### config.mk
export PLATFORM = sky130hd
export DESIGN_NAME = fetch_sequencer
export DESIGN_NICKNAME = d
export VERILOG_FILES = /design/src/rtl/fetch_sequencer.sv
export SDC_FILE = /design/constraint.sdc
export NUM_CORES = 1
export LEC_CHECK = 0
export ABC_AREA = 1
export CAP_MARGIN = 20
export CELL_PAD_IN_SITES_DETAIL_PLACEMENT = 0
export CELL_PAD_IN_SITES_GLOBAL_PLACEMENT = 1
export CORE_MARGIN = 8
export CORE_UTILIZATION = 31
export CTS_CLUSTER_SIZE = 25
export DETAILED_ROUTE_END_ITERATION = 6
export PLACE_DENSITY = 0.78
export SYNTH_ARGS = -nofsm -noshare
export SYNTH_HDL_FRONTEND = slang
export SYNTH_SLANG_ARGS = --single-unit
export TNS_END_PERCENT = 20
### constraint.sdc
create_clock -name clk -period 2.8 [get_ports clk]
set_clock_uncertainty 0.2 [all_clocks]
set_input_delay 0.56 -clock clk [delete_from_list [all_inputs] [get_ports clk]]
set_output_delay 0.56 -clock clk [all_outputs]
set_load 0.01 [all_outputs]
### src/rtl/fetch_sequencer.sv
// Instruction fetch sequencer: BIOS/IMEM address generation, stall hold,
// one-bubble redirects, unmapped-fetch fault flag and performance counters.
//
//   state | meaning
//   ------+--------------------------------------------------------------
//   RUN   | advancing: pc_d1 <= pc_q, pc_q <= pc_q + 4 each cycle
//   STALL | holding pc_q/pc_d1; memories re-read pc_d1 so inst stays put
module fetch_sequencer #(
    parameter logic [31:0] RESET_PC = 32'h4000_0000
) (
    input  logic        clk,
    input  logic        rst,
    input  logic        stall,
    input  logic        redirect_valid,
    input  logic [31:0] redirect_pc,
    input  logic [31:0] bios_dout,
    input  logic [31:0] imem_dout,
    output logic [11:0] bios_addr,
    output logic [13:0] imem_addr,
    output logic [31:0] inst,
    output logic [31:0] inst_pc,
    output logic        inst_valid,
    output logic        fetch_fault,
    output logic [31:0] fetch_count,
    output logic [31:0] bubble_count
);

    localparam logic [31:0] NOP = 32'h0000_0013;

    typedef enum logic {RUN, STALL} state_t;

    state_t      state_q, state_d;
    logic [31:0] pc_q, pc_d;
    logic [31:0] pc_d1_q, pc_d1_d;
    logic        fault_q, fault_d;
    logic [31:0] fetch_cnt_q, fetch_cnt_d;
    logic [31:0] bubble_cnt_q, bubble_cnt_d;

    logic [31:0] redirect_target;
    logic [31:0] fetch_addr;
    logic        src_bios;
    logic        src_imem;
    logic        unmapped;

    // Address and data path
    always_comb begin
        redirect_target = {redirect_pc[31:2], 2'b00};
        if (rst)
            fetch_addr = RESET_PC;
        else if (redirect_valid)
            fetch_addr = redirect_target;
        else if (stall)
            fetch_addr = pc_d1_q;
        else
            fetch_addr = pc_q;

        bios_addr = fetch_addr[13:2];
        imem_addr = fetch_addr[15:2];

        src_bios = (pc_d1_q[31:28] == 4'h4);
        src_imem = (pc_d1_q[31:28] == 4'h1);
        unmapped = !src_bios && !src_imem;

        inst       = NOP;
        inst_valid = 1'b0;
        if (!rst && !redirect_valid && !unmapped) begin
            inst       = src_bios ? bios_dout : imem_dout;
            inst_valid = 1'b1;
        end
    end

    // Next-state logic
    always_comb begin
        state_d      = state_q;
        pc_d         = pc_q;
        pc_d1_d      = pc_d1_q;
        fault_d      = fault_q;
        fetch_cnt_d  = fetch_cnt_q;
        bubble_cnt_d = bubble_cnt_q;

        if (rst) begin
            state_d      = RUN;
            pc_d1_d      = RESET_PC;
            pc_d         = RESET_PC + 32'd4;
            fault_d      = 1'b0;
            fetch_cnt_d  = 32'd0;
            bubble_cnt_d = 32'd0;
        end else begin
            case (state_q)
                RUN:     if (stall && !redirect_valid) state_d = STALL;
                STALL:   if (!stall || redirect_valid) state_d = RUN;
                default: state_d = RUN;
            endcase

            // A redirect overrides stall; an unredirected stall holds both PCs.
            if (redirect_valid) begin
                pc_d1_d = redirect_target;
                pc_d    = redirect_target + 32'd4;
            end else if (!stall) begin
                pc_d1_d = pc_q;
                pc_d    = pc_q + 32'd4;
            end

            if (unmapped)
                fault_d = 1'b1;
            if (inst_valid && !stall)
                fetch_cnt_d = fetch_cnt_q + 32'd1;
            if (!inst_valid)
                bubble_cnt_d = bubble_cnt_q + 32'd1;
        end
    end

    always_ff @(posedge clk) begin
        state_q      <= state_d;
        pc_q         <= pc_d;
        pc_d1_q      <= pc_d1_d;
        fault_q      <= fault_d;
        fetch_cnt_q  <= fetch_cnt_d;
        bubble_cnt_q <= bubble_cnt_d;
    end

    // The fault flag is visible in the same cycle the unmapped fetch is seen.
    assign fetch_fault  = fault_q || (unmapped && !rst);
    assign inst_pc      = pc_d1_q;
    assign fetch_count  = fetch_cnt_q;
    assign bubble_count = bubble_cnt_q;

endmodule
# After elaboration in Yosys (flattened, before gate mapping)
# Cells that the tools add are included.
# W data, S select, Z words.
[classes]
n_reduce_logical = 13
eq_ne = 3
n_addsub = 4
mux = 8
[op_table]
columns = ["operator", "count"]
rows = [
  ["$mux W32", 6],
  ["$add A32 B1 Y32 const B", 2],
  ["$add A32 B3 Y32 const B", 2],
  ["$mux W16", 1],
  ["$logic_not A1 Y1", 6],
  ["$logic_and A1 B1 Y1", 5],
  ["$eq A4 B1 Y1 const B", 1],
  ["$eq A4 B3 Y1 const B", 1],
  ["$ne A2 B1 Y1 const B", 1],
  ["$reduce_or A2 Y1", 1],
  ["$logic_or A1 B1 Y1", 1],
  ["$mux W1", 1],
]
[totals]
reg_bits = 129
output_inout_bits = 156
elab_cells = 35

# Depth between registers and ports, before layout
[depth]
depth_word = 7
mapped_depth = 15
depth_no_buf = 14

# Worst setup path after synthesis
# Ideal clock, no wire load.
[synth_timing]
kind = "input -> output"
from = "in redirect_valid"
to = "out imem_addr[3]"
t_required_ps = 2040
stages = 7
path_buffers = 4
arrival_ps = 2038
path_slack_ps = 2
path_cell_list = "buf_6 > buf_12 > nor2_2 > inv_2 > clkbuf_1 > a221oi_1 > buf_4"
[synth_between]
elab_chain_len = 2
[synth_rtl]
columns = ["item", "line_no", "rtl"]
rows = [
  ["start: declaration", "14", "input logic redirect_valid,"],
  ["$mux W32", "--", ""],
  ["$mux W16", "--", ""],
  ["end: declaration", "19", "output logic [13:0] imem_addr,"],
]
# Every way passes these cells.

# Worst setup path in the final report
[layout_timing]
from = "in redirect_valid"
to = "out inst[1]"
[layout_between]
elab_chain_len = 4
[layout_rtl]
columns = ["item", "line_no", "rtl"]
rows = [
  ["$logic_not A1 Y1", "--", ""],
  ["$logic_and A1 B1 Y1 (2 in a row)", "66", "if (!rst && !redirect_valid && !unmapped) begin"],
  ["$mux W32", "66", ""],
  ["end: declaration", "20", "output logic [31:0] inst,"],
]
# Every way passes these cells.

==> summary.md <==
| Metric | Value |
|---|---|
| Max-cap viol count | 0 |
| Final non-filler cell area | 11500 sq um |
| Flops & latches, synth | 125 |
| Post-route antenna net violation count | 0 |
| Outcome | finished, final reports clean |
| Detailed-placement wirelength estimate | 22.00 mm |
| Placed instance area | 10840 sq um |
| Share of the synthesized area in the top cell type | 0.3277 |
| Maximum level of the CTS H-tree | 4 |
| Number of buffer cells added on primary ports | 251 |
| Final clock period utilization by the worst path | 0.9641 |
| Unrepaired setup endpoints after global routing | no |
| Gate count of the mapped netlist | 1232 |
| Routability congestion estimate from global placement | 0.8469 |
| Std-Cell Core Area | 24250 sq um |
| Power per cell area | 451.6 nW/um^2 |
| Kind of capture point of the worst setup path | output port |
| Overall power of the completed layout | 5195 uW |
| Critical path type | in2out |
| Synthesis-to-layout area growth | 50.66% |
| Post-synthesis area per instance | 6.198 sq um |
| Final-layout worst hold slack | 267.4 ps |
| Setup violation total in the final timing report | 0 |
| Endpoint of the lowest-slack register-to-register path | bubble_count[23] |
| Detailed-route wire length per cell | 15.36 um |
| Relative max-transition margin | 0.5862 |
| Number of global-route vias before repair | 8584 |
| Initial antenna violation count | 0 |
| Floorplan die width | 172.9 um |
| DRC | 0 |
| Area occupied by registers | 2504 sq um |
| Residual overflow from global routing | 0 |
| Main combinational cell family by area after synthesis | simple AND/OR/NAND/NOR gates |
| Final wirelength | 28.52 mm |
| Complex-gate fraction of the synthesized area | 0.1389 |
| Antenna Cells | 0 |
| Most frequent standard cell in the layout excluding fill and tap cells | sky130_fd_sc_hd__nand2_1 |
| Ports | 256 |
| Die Ht | 172.9 um |
| Adder and majority gate portion of the synthesized area | 0.004916 |
| Clock tree from TritonCTS | yes |
| Critical Path Start Type | input port |
| Biggest area consumer among synthesized cells | sky130_fd_sc_hd__dfxtp_1 |
| Slew at the pin closest to its max-slew limit | 620.7 ps |
| Vias per inst | 4.649 |
| Mapped cell area | 7636 sq um |
| Global router's overall resource usage | 0.1872 |
| TNS Setup | 0 ps |
| Leakage component of the power | 0.004876 uW |
| Crit. Startpoint | redirect_valid |
| Class of the tightest hold or removal check | reg2reg |
| Synth Area in Simple Gates | 0.4052 |
| Share of synthesized area spent on multiplexers | 0 |
| Largest net degree at the start of global routing | 60 |
| Highest clock frequency the design can meet | 370.4 MHz |
| Seq/Total Area, Yosys | 0.3277 |
| Initial Utilization | 0.3149 |
| Global-route wire length before repair | 45.89 mm |
| Minimum period implied by the final worst setup slack | 2700 ps |
| Data arrival time of the worst path | 1940 ps |
| Clock slew at reported path FFs | 60 ps |
| Worst-case register-to-register setup slack | 650 ps |
| Root Driver | sky130_fd_sc_hd__clkbuf_16 |
| Worst vdd ir | 0.0003406 V |
| Initial DRC Count | 358 |
| Final hold vios | 0 |
| Clock Path Buffers | 2 |
| Insertion delay to the later sink of the worst-skew pair | 420 ps |
| Post-layout nets | 1623 |
| Max-slew violation count | 0 |
| Initial DRT Pass Iterations | 5 |
| Critical path peak fanout | 17 |
| Required time worst endpoint | 2040 ps |
| Cell depth of the worst flop-to-flop path | 10 |
| Critical Path Sink | inst[1] |
| Total die area | 29910 sq um |
| Number of warnings printed during yosys synthesis | 0 |
| Overall via count from detail_route | 8633 |
| Most area-consuming cells after synthesis | sky130_fd_sc_hd__dfxtp_1, sky130_fd_sc_hd__nand2_1, sky130_fd_sc_hd__nor2_1 |
| XOR/XNOR share of the synthesized area | 0.01835 |
| Number of clock buffers inserted by TritonCTS | 17 |
| Number of filler cells placed in the layout | 2538 |
| Std-Cell Rows | 57 |
| Ratio of cells with drive above 1 in the final layout | 0.1272 |
| Sinks on Clock Net | 125 |
| Number of library cell types mapped by synthesis | 43 |
| Most used cells in the layout excluding fill and tap cells | sky130_fd_sc_hd__nand2_1, sky130_fd_sc_hd__clkdlybuf4s50_1, sky130_fd_sc_hd__nor2_1 |
| Reg2Reg Launch Point | bubble_count[13] |
| Multi-input logic area | 4429 sq um |
==> per-stage QoR <==
stage | instances | util | setup WS [ps]
after floorplan | 1233 | - | 2.268
after global placement | 1821 | 0.4471 | -418.0
after detailed placement | 1821 | 0.4471 | -434.7
after CTS | 1855 | 0.4727 | -27.99
after global routing | 1857 | 0.4745 | 7.454
final | 1857 | 0.4745 | 100.4
==> worst min path at each step <==
| stage | start | end | slack, ps | cells after the start |
|---|---|---|---|---|
| finish | pc_q[5] | pc_q[5] | 270 | 2 |
| global route | pc_q[4] | pc_q[4] | 280 | 2 |
| CTS | pc_q[5] | pc_q[5] | 270 | 2 |
| detailed placement | pc_q[5] | pc_q[5] | 260 | 2 |
| global placement | pc_q[7] | pc_q[7] | 250 | 2 |
| floorplan | fault_q | fault_q | 240 | 2 |
==> what timing repair did <==
item / CTS / global route
pin swaps: 2 / 3
setup buffers: 1 / 1
resized for setup: 76 / 25
gates cloned: 1 / 1
hold endpoints to repair: 0 / 0
endpoints found under the setup margin: 59 / 44
hold buffers: 0 / 0
==> logic make-up after synthesis <==
family	after synthesis
compound gates	196
flops	125
xor+xnor	16
other cells	1
fa+ha+maj	3
buf+inv	181
simple gates	710
==> registers in the layout (all words and copies together) (netlist names) <==
signal        cells
inst_pc          30
fetch_count      32
bubble_count     32
pc_q             30
fault_q           1
==> layer usage <==
layer,share of wire,vias up,GRT usage
li1,-,4521,-
met1,0.45,3888,0.2247
met2,0.49,197,0.3261
met3,0.050,27,0.04879
met4,0.016,0,0.04923
met5,0,-,0
==> power breakdown <==
group / total [uW] / internal, uW / switching [uW]
combinational: 1010 / 481 / 525
clock: 2300 / 1410 / 892
sequential: 1890 / 1850 / 41.5
total: 5200 / 3740 / 1460
==> synthesized netlist by cell type (all sizes together) <==
master	instances
a31oi	5
o21ai	69
nor3b	6
o21a	1
dfxtp	125
conb	1
and2	2
ha	3
nand3b	8
xor2	14
nor3	33
buf	34
or2	3
a211oi	2
nor2	160
clkbuf	26
nand4	9
nand2	421
a21oi	99
nor4	3
nand3	65
o31ai	1
xnor2	2
a21o	1
inv	121
o21bai	9
o211ai	2
a221oi	7
==> cell type report <==
cell class | count | area share
Sequential cell | 125 | 0.2176
Clock buffer | 19 | 0.03763
Tap cell | 324 | 0.03524
Inverter | 121 | 0.04013
Timing Repair Buffer | 327 | 0.2694
Timing Repair inverter | 1 | 0.0005438
Clock inverter | 13 | 0.01446
Multi-Input combinational cell | 927 | 0.3850
==> critical path, cell delays in order <==
cell	delay (ps)
sky130_fd_sc_hd__buf_2	180
sky130_fd_sc_hd__buf_4	200
sky130_fd_sc_hd__nor2_1	130
sky130_fd_sc_hd__nand3_2	150
sky130_fd_sc_hd__buf_12	190
sky130_fd_sc_hd__inv_2	130
sky130_fd_sc_hd__nand3_1	90
sky130_fd_sc_hd__dlygate4sd2_1	300
(Power assumes the default switching activity.)
